File: src/rtl/vga_timing_pkg.sv
// Shared VGA timing constants, coordinate typedefs and total-period helper.
// Latency: none (declarations only).
// Backpressure: none.
package vga_timing_pkg;

    // 640x480@60 defaults
    localparam int unsigned DEF_H_ACTIVE = 640;
    localparam int unsigned DEF_H_FP     = 16;
    localparam int unsigned DEF_H_SYNC   = 96;
    localparam int unsigned DEF_H_BP     = 48;
    localparam int unsigned DEF_V_ACTIVE = 480;
    localparam int unsigned DEF_V_FP     = 10;
    localparam int unsigned DEF_V_SYNC   = 2;
    localparam int unsigned DEF_V_BP     = 33;

    typedef logic [9:0] coord_t;
    typedef logic [5:0] tile_t;

    // Full period of one axis: visible region plus all three blanking intervals.
    function automatic int unsigned timing_total(input int unsigned active,
                                                 input int unsigned fp,
                                                 input int unsigned sync,
                                                 input int unsigned bp);
        return active + fp + sync + bp;
    endfunction

endpackage

File: src/rtl/vga_delay_line.sv
// Enable-gated shift register of DEPTH stages, each WIDTH bits, reset to RST_VAL.
// Latency: DEPTH enabled ticks from din to dout.
// Backpressure: none; stages hold while en is low.
module vga_delay_line #(
    parameter int unsigned           DEPTH   = 2,
    parameter int unsigned           WIDTH   = 1,
    parameter logic [WIDTH-1:0]      RST_VAL = '0
) (
    input  logic             clk,
    input  logic             rst,
    input  logic             en,
    input  logic [WIDTH-1:0] din,
    output logic [WIDTH-1:0] dout
);

    logic [WIDTH-1:0] stage [DEPTH];

    // Shift one position per enabled tick; reset loads every stage with the idle value.
    always_ff @(posedge clk) begin
        if (rst) begin
            for (int i = 0; i < DEPTH; i++) begin
                stage[i] <= RST_VAL;
            end
        end else if (en) begin
            stage[0] <= din;
            for (int i = 1; i < DEPTH; i++) begin
                stage[i] <= stage[i-1];
            end
        end
    end

    assign dout = stage[DEPTH-1];

endmodule

File: src/rtl/vga_raster_gen.sv
// Raster scan counter pair with decoded logical/tile coordinates, syncs and line/frame pulses.
// Latency: decode is combinational from the counters; pulses are registered one clk after the wrap.
// Backpressure: none; pix_en gates counting. Optional macro VGA_SYNC_DELAY_EN delays hsync/vsync/active.
module vga_raster_gen
    import vga_timing_pkg::*;
#(
    parameter int unsigned H_ACTIVE    = DEF_H_ACTIVE,
    parameter int unsigned H_FP        = DEF_H_FP,
    parameter int unsigned H_SYNC      = DEF_H_SYNC,
    parameter int unsigned H_BP        = DEF_H_BP,
    parameter int unsigned V_ACTIVE    = DEF_V_ACTIVE,
    parameter int unsigned V_FP        = DEF_V_FP,
    parameter int unsigned V_SYNC      = DEF_V_SYNC,
    parameter int unsigned V_BP        = DEF_V_BP,
    parameter int unsigned SCALE_SHIFT = 2,
    parameter int unsigned TILE_SHIFT  = 3,
    parameter int unsigned SYNC_DELAY  = 2
) (
    input  logic       clk,
    input  logic       rst,
    input  logic       pix_en,
    output logic [9:0] xpos,
    output logic [9:0] ypos,
    output logic [5:0] xpellet,
    output logic [5:0] ypellet,
    output logic       active,
    output logic       hsync,
    output logic       vsync,
    output logic       line_start,
    output logic       frame_start
);

    localparam int unsigned H_TOTAL = timing_total(H_ACTIVE, H_FP, H_SYNC, H_BP);
    localparam int unsigned V_TOTAL = timing_total(V_ACTIVE, V_FP, V_SYNC, V_BP);
    localparam int unsigned HW      = $clog2(H_TOTAL);
    localparam int unsigned VW      = $clog2(V_TOTAL);

    localparam logic [HW-1:0] H_LAST = HW'(H_TOTAL - 1);
    localparam logic [VW-1:0] V_LAST = VW'(V_TOTAL - 1);

    logic [HW-1:0] hcnt;
    logic [VW-1:0] vcnt;

    logic   act_raw;
    logic   hs_raw;
    logic   vs_raw;
    coord_t x_c;
    coord_t y_c;

    // Advance the scan position on each pixel tick and flag the line/frame wraps.
    always_ff @(posedge clk) begin
        if (rst) begin
            hcnt        <= '0;
            vcnt        <= '0;
            line_start  <= 1'b0;
            frame_start <= 1'b0;
        end else begin
            line_start  <= 1'b0;
            frame_start <= 1'b0;
            if (pix_en) begin
                if (hcnt == H_LAST) begin
                    hcnt       <= '0;
                    line_start <= 1'b1;
                    if (vcnt == V_LAST) begin
                        vcnt        <= '0;
                        frame_start <= 1'b1;
                    end else begin
                        vcnt <= vcnt + 1'b1;
                    end
                end else begin
                    hcnt <= hcnt + 1'b1;
                end
            end
        end
    end

    // Decode visibility, syncs and scaled coordinates from the counters; compares done at 32 bits.
    always_comb begin
        act_raw = (32'(hcnt) < H_ACTIVE) && (32'(vcnt) < V_ACTIVE);
        hs_raw  = !((32'(hcnt) >= H_ACTIVE + H_FP) && (32'(hcnt) < H_ACTIVE + H_FP + H_SYNC));
        vs_raw  = !((32'(vcnt) >= V_ACTIVE + V_FP) && (32'(vcnt) < V_ACTIVE + V_FP + V_SYNC));
        x_c     = act_raw ? coord_t'(hcnt >> SCALE_SHIFT) : '0;
        y_c     = act_raw ? coord_t'(vcnt >> SCALE_SHIFT) : '0;
    end

    assign xpos    = x_c;
    assign ypos    = y_c;
    assign xpellet = tile_t'(x_c >> TILE_SHIFT);
    assign ypellet = tile_t'(y_c >> TILE_SHIFT);

`ifdef VGA_SYNC_DELAY_EN
    // Syncs and active trail the coordinates so they line up with the registered pixel colour.
    vga_delay_line #(
        .DEPTH   (SYNC_DELAY),
        .WIDTH   (3),
        .RST_VAL (3'b110)
    ) u_sync_dly (
        .clk  (clk),
        .rst  (rst),
        .en   (pix_en),
        .din  ({hs_raw, vs_raw, act_raw}),
        .dout ({hsync, vsync, active})
    );
`else
    assign hsync  = hs_raw;
    assign vsync  = vs_raw;
    assign active = act_raw;
`endif

endmodule
File: config.mk
export PLATFORM = sky130hd
export DESIGN_NAME = vga_raster_gen
export DESIGN_NICKNAME = d
export VERILOG_FILES = /design/src/rtl/vga_timing_pkg.sv /design/src/rtl/vga_delay_line.sv /design/src/rtl/vga_raster_gen.sv
export SDC_FILE = /design/constraint.sdc
export NUM_CORES = 1
export LEC_CHECK = 0
export BUFFER_PORTS_ARGS = -buffer_cell sky130_fd_sc_hd__buf_4
export CAP_MARGIN = 10
export CORE_ASPECT_RATIO = 2
export CORE_MARGIN = 3
export CORE_UTILIZATION = 51
export CTS_CLUSTER_SIZE = 20
export DETAILED_ROUTE_END_ITERATION = 16
export PLACE_DENSITY = 0.79
export SYNTH_ARGS = -nofsm -noshare
export SYNTH_HDL_FRONTEND = slang
export SYNTH_HIERARCHICAL = 1
export SYNTH_SLANG_ARGS = --single-unit
File: constraint.sdc
create_clock -name clk -period 2.7 [get_ports clk]
set_input_delay 0.405 -clock clk [delete_from_list [all_inputs] [get_ports clk]]
set_output_delay 0.405 -clock clk [all_outputs]
set_load 0.03 [all_outputs]
* Word-level counts from Yosys, hierarchy flattened *
Cells that the tools add are included.

cells by class
  add/subtract/negate cells = 2
  order comparisons = 6
  equal/unequal tests = 2
  multiplexer cells = 6
  bitwise operators = 2
  reduce and logical (&&, ||, !) cells = 8

operators with widths
  operator                 number
  $add A10 B1 Y10 const B  2
  $eq A10 B10 Y1 const B   2
  $lt A10 B10 Y1 const B   2
  $lt A10 B9 Y1 const B    2
  $mux W10                 2
  $mux W8                  2
  $ge A10 B10 Y1 const B   1
  $ge A10 B9 Y1 const B    1
  $logic_and A1 B1 Y1      3
  $reduce_or A3 Y1         1
  $logic_not A1 Y1         2
  $mux W1                  2
  $not A1 Y1               2
  $reduce_and A2 Y1        1
  $reduce_or A2 Y1         1

storage, ports and cells
  bits in registers = 22
  input bits = 3
  word-level logic and storage cells = 30

* Depth between registers and ports, before layout *
  word-level depth = 3
  depth in mapped cells = 7
  mapped depth without buffers = 6

* Worst setup path after synthesis *
No wires, ideal clock.

  kind = reg-to-output
  start point = reg vcnt[6]
  end point = out xpos[4]
  arrival = 1.839 ns
  data required time = 2.295 ns
  path slack = 0.456 ns
  stages on the path, launching flop included = 8
  buffers on the path = 3
  path through = dfxtp_1 > clkbuf_2 > nand4_1 > nand2_1 > nor2_1 > clkbuf_1 > and2_1 > buf_4

on the way
  longest elaborated chain between the ends = 3

RTL lines
  element                 line                  RTL
  from (decl)             vga_raster_gen.sv:42  logic [VW-1:0] vcnt;
  from (signal assigned)  vga_raster_gen.sv:68  vcnt <= vcnt + 1'b1;
  $lt A10 B9 Y1           vga_raster_gen.sv:79  act_raw = (32'(hcnt) < H_ACTIVE) && (32'(vcnt) < V_ACTIVE);
  $logic_and A1 B1 Y1     vga_raster_gen.sv:79
  via active              vga_raster_gen.sv:26  output logic active,
  $mux W8                 vga_raster_gen.sv:82  x_c = act_raw ? coord_t'(hcnt >> SCALE_SHIFT) : '0;
  to (decl)               vga_raster_gen.sv:22  output logic [9:0] xpos,

The timed path passes the listed nets, and every way through them passes these cells.

* Worst setup path in the final report *
  start point = reg vcnt[6]
  end point = out xpos[3]

on the way
  longest elaborated chain between the ends = 3

RTL lines
  element              line
  $lt A10 B9 Y1        vga_raster_gen.sv:79
  $logic_and A1 B1 Y1  vga_raster_gen.sv:79
  $mux W8              vga_raster_gen.sv:82

No other way between the ends.

==> key figures <==
Status
  • Result of the run: finished, final reports clean

Route
  • Iter 0 DRT Violations: 43
  • Number of optimization iterations in the first detailed-route pass: 4
  • Final antenna-violating net count: 0
  • DRT Wirelength: 3117 um
  • Vias per inst: 5.722
  • Total vias in the final route: 1213
  • Drc violations: 0
  • Detail-routed net length per standard cell: 14.70 um

Floorplan
  • Die ar.: about 0.0034 mm^2
  • Placeable core area: between 0.002 and 0.003 mm^2
  • Ports: 40
  • Std-Cell Rows: 26
  • Vertical extent of the die: 79.37 um
  • Effective utilization at floorplan: between 50% and 60%
  • Die outline width: 42.69 um

Global routing
  • Via count of the first global-routing pass: 1186
  • Number of antenna violations at the first check in global routing: 0
  • Total routing resource utilization after global routing: between 10% and 20%
  • Pin count of the biggest net entering global routing: 14
  • Wire length of the first global-routing pass: 5168 um
  • Aggregate global routing overflow: 0

Clocking
  • CTS buffer count: 3
  • Clock latency at the later pin of the worst-skew pair: 260 ps
  • Root buffer cell: sky130_fd_sc_hd__clkbuf_8
  • Clock input transition at the sequential cells of the worst setup and hold paths: 80 ps
  • CTS tree: done
  • CTS sink cnt: 22
  • Maximum buffer depth of the clock tree: 2
  • CTS H-Tree Depth: 1
  • Hold buffers post-CTS: 0
  • Setup fix buffers added after clock tree synthesis: 0
  • Number of gates resized after CTS: 0

Synthesis
  • Count of warnings emitted by yosys: 6
  • Adder-cell area share of the yosys netlist: ~3.6%
  • Total standard cell area after synthesis: 0.001373 mm^2
  • Proportion of synthesized area in mux cells: 1.459%
  • Proportion of synthesized chip area in sequential cells: 32.09%
  • Per-instance average area after synthesis: 8.219 um^2
  • Largest family of logic cells by synthesized area: simple AND/OR/NAND/NOR gates
  • Number of distinct library cells after synthesis: 38
  • Flop and latch count out of synthesis: 22
  • Count of mapped cells out of synthesis: 167
  • Simple-gate portion of the synthesized area: 33.00%
  • Fraction of the mapped netlist area in compound gates: 6.381%
  • Xor/xnor share of the synthesized area: 7.657%

Placement
  • DPL Wire Length: 2473 um
  • Routability cong.: about 0.9
  • I/O Buffers: 31

Timing
  • Shortest period the worst path allows: 2314 ps
  • Count of final setup violators: 0
  • Worst-case headroom to the max-slew limit: 57.84%
  • Share of the clock period used by the worst path after layout: 85.70%
  • Setup TNS: 0 ps
  • Transition at the pin with the smallest max-transition slack: 626.6 ps
  • Maximum clock rate: 0.4322 GHz
  • Max-slew violations: 0
  • Final Skew: 2.508 ps
  • Number of failing hold endpoints at the final stage: 0
  • Setup repair after global routing missed its margin: no

Power and ir drop
  • NetSw: 140.5 uW
  • Power share of the sequential group: ~55%
  • Power density over the cells: 395.2 mW/mm^2
  • Leak pwr: 0.6103 nW
  • Combinational cell fraction of total power: 6.1%
  • Sw Ratio: 23.15%
  • Internal cell power: roughly 470 uW
  • Highest ir drop seen on vdd: 0.2654 mV
  • Total power draw: 606.7 uW
  • Clock power frac: 39.2%

Critical path
  • Critical path type: reg2out
  • Critical path's largest stage delay: slightly above 500 ps
  • Sort of element at the end of the critical path: output port
  • Arrival time at the worst endpoint: 1910 ps
  • Worst path top cell family by delay: simple AND/OR/NAND/NOR gates
  • Required time of the critical path: ~2300 ps
  • Type of element launching the critical path: flop
  • Cells along the critical path: nand4_1 -> nand2_1 -> nor2_1 -> and2_2 -> buf_4
  • Count of buffering cells on the critical path with inverters included: 1
  • Slowest stage cell on the critical path: sky130_fd_sc_hd__nor2_1
  • Worst-path fanout max: 13

Cells and area
  • Highest-count cells in the layout ignoring fill and taps: 31 x sky130_fd_sc_hd__buf_4, 22 x sky130_fd_sc_hd__dfxtp_1, 17 x sky130_fd_sc_hd__nor2_1
  • Fraction of final layout cells with drive strength greater than 1: 22.83%
  • Most common library cell in the layout ignoring fill and taps: sky130_fd_sc_hd__buf_4
  • Final antenna diode count: 0
  • Final layout net count: 192
  • Syn-to-layout area delta: 11.85%

Worst hold path
  • Path category of the worst min-delay check: in2reg

Flow run
  • Number of violations of the max-capacitance limit: 0
-- kinds of logic after synthesis --
group	Yosys count
XOR/XNOR	12
adder cells (fa/ha/maj)	4
other	1
buffers and inverters	32
AND/OR/NAND/NOR	80
flip-flops	22
multiplexers	2
AO/OA/AOI/OAI	14
-- state kept, by name, summed over array words and instances (netlist names) --
signal / flops
frame_start: 1
hcnt: 10
line_start: 1
vcnt: 10
-- synth_stat cells --
cell type / number / area (um^2)
sky130_fd_sc_hd__dfxtp_1: 22 / 440.4
sky130_fd_sc_hd__buf_4: 18 / 135.1
sky130_fd_sc_hd__nor2_1: 17 / 63.81
sky130_fd_sc_hd__and2_1: 11 / 68.82
sky130_fd_sc_hd__nand2_1: 10 / 37.54
sky130_fd_sc_hd__nor3_1: 9 / 45.04
sky130_fd_sc_hd__xnor2_1: 9 / 78.83
sky130_fd_sc_hd__a21oi_1: 7 / 35.03
sky130_fd_sc_hd__inv_1: 7 / 26.28
sky130_fd_sc_hd__nand3_1: 7 / 35.03
sky130_fd_sc_hd__nand4_1: 5 / 31.28
sky130_fd_sc_hd__ha_1: 4 / 50.05
sky130_fd_sc_hd__nor4_1: 4 / 25.02
sky130_fd_sc_hd__buf_6: 3 / 33.78
sky130_fd_sc_hd__o21ai_0: 3 / 15.01
sky130_fd_sc_hd__or4_1: 3 / 22.52
sky130_fd_sc_hd__xor2_1: 3 / 26.28
sky130_fd_sc_hd__clkbuf_1: 2 / 7.510
sky130_fd_sc_hd__mux2i_1: 2 / 20.02
sky130_fd_sc_hd__o31ai_1: 2 / 15.01
sky130_fd_sc_hd__or3_1: 2 / 12.51
sky130_fd_sc_hd__a2111o_1: 1 / 11.26
sky130_fd_sc_hd__and2_2: 1 / 7.510
sky130_fd_sc_hd__and3_2: 1 / 7.510
sky130_fd_sc_hd__and4_1: 1 / 8.760
sky130_fd_sc_hd__and4b_1: 1 / 10.01
sky130_fd_sc_hd__buf_2: 1 / 5.000
sky130_fd_sc_hd__clkbuf_2: 1 / 5.000
sky130_fd_sc_hd__conb_1: 1 / 3.750
sky130_fd_sc_hd__nand2b_1: 1 / 6.260
sky130_fd_sc_hd__nand3b_1: 1 / 7.510
sky130_fd_sc_hd__nand4_2: 1 / 12.51
sky130_fd_sc_hd__nor4b_1: 1 / 8.760
sky130_fd_sc_hd__o21bai_2: 1 / 11.26
sky130_fd_sc_hd__or3_4: 1 / 11.26
sky130_fd_sc_hd__or4_4: 1 / 11.26
sky130_fd_sc_hd__or4b_1: 1 / 10.01
sky130_fd_sc_hd__or4b_2: 1 / 10.01
-- power groups by stage --
stage	Combinational (mW)	Sequential (mW)	Clock (mW)
final	0.0371	0.332	0.238
after global routing	0.0407	0.332	0.251
after CTS	0.0365	0.332	0.239
after detailed placement	0.0364	0.339	0
after global placement	0.0350	0.339	0
after floorplan	0.0404	0.338	0
-- metal layers --
| layer | global-route usage [%] | up-vias | routed length (um) |
|---|---|---|---|
| li1 | - | 585 | - |
| met1 | 17.34 | 557 | 1025 |
| met2 | 38.40 | 56 | 1771 |
| met3 | 2.948 | 15 | 194 |
| met4 | 10.28 | 0 | 125 |
| met5 | 0 | - | 0 |
-- worst register-to-register path, cell delays in order (launching register included) --
cell                      delay, ps
sky130_fd_sc_hd__dfxtp_1        410
sky130_fd_sc_hd__ha_1           230
sky130_fd_sc_hd__nand4_2        210
sky130_fd_sc_hd__or4_4          660
sky130_fd_sc_hd__or4_1          530
sky130_fd_sc_hd__a21oi_1        150
-- final cells by class --
cell class              instances  area [um^2]
clock buffers                   4        55.05
fillers                       240         1035
inverters                       7        26.28
multi-input cells             120        745.7
flip-flops and latches         22        440.4
well taps                      28        35.03
repair buffers                 31        232.7
-- per-stage QoR --
| step | instance area [um^2] | hold WS [ps] | worst slack (ps) | util, % | std cells |
|---|---|---|---|---|---|
| floorplan | 1399 | 458.6 | 455.7 | - | 174 |
| global placement | 1480 | 481.5 | 579.5 | 57.59 | 208 |
| detailed placement | 1480 | 502.9 | 479.2 | 57.59 | 208 |
| CTS | 1535 | 390.0 | 369.3 | 59.74 | 212 |
| global route | 1535 | 406.6 | 125.9 | 59.74 | 212 |
| finish | 1535 | 396.6 | 386.0 | 59.74 | 212 |
-- worst paths after layout --
kind,startpoint,end,slack [ps],cells after the start
setup / recovery,vcnt[6]$_SDFFE_PP0P_,xpos[3],390,5
hold / removal,rst,vcnt[5]$_SDFFE_PP0P_,400,2
setup reg to reg,hcnt[0]$_SDFFE_PP0P_,vcnt[7]$_SDFFE_PP0P_,430,5
hold reg to reg,vcnt[1]$_SDFFE_PP0P_,vcnt[1]$_SDFFE_PP0P_,520,2
No activity file was read; power rests on OpenSTA's default activity.
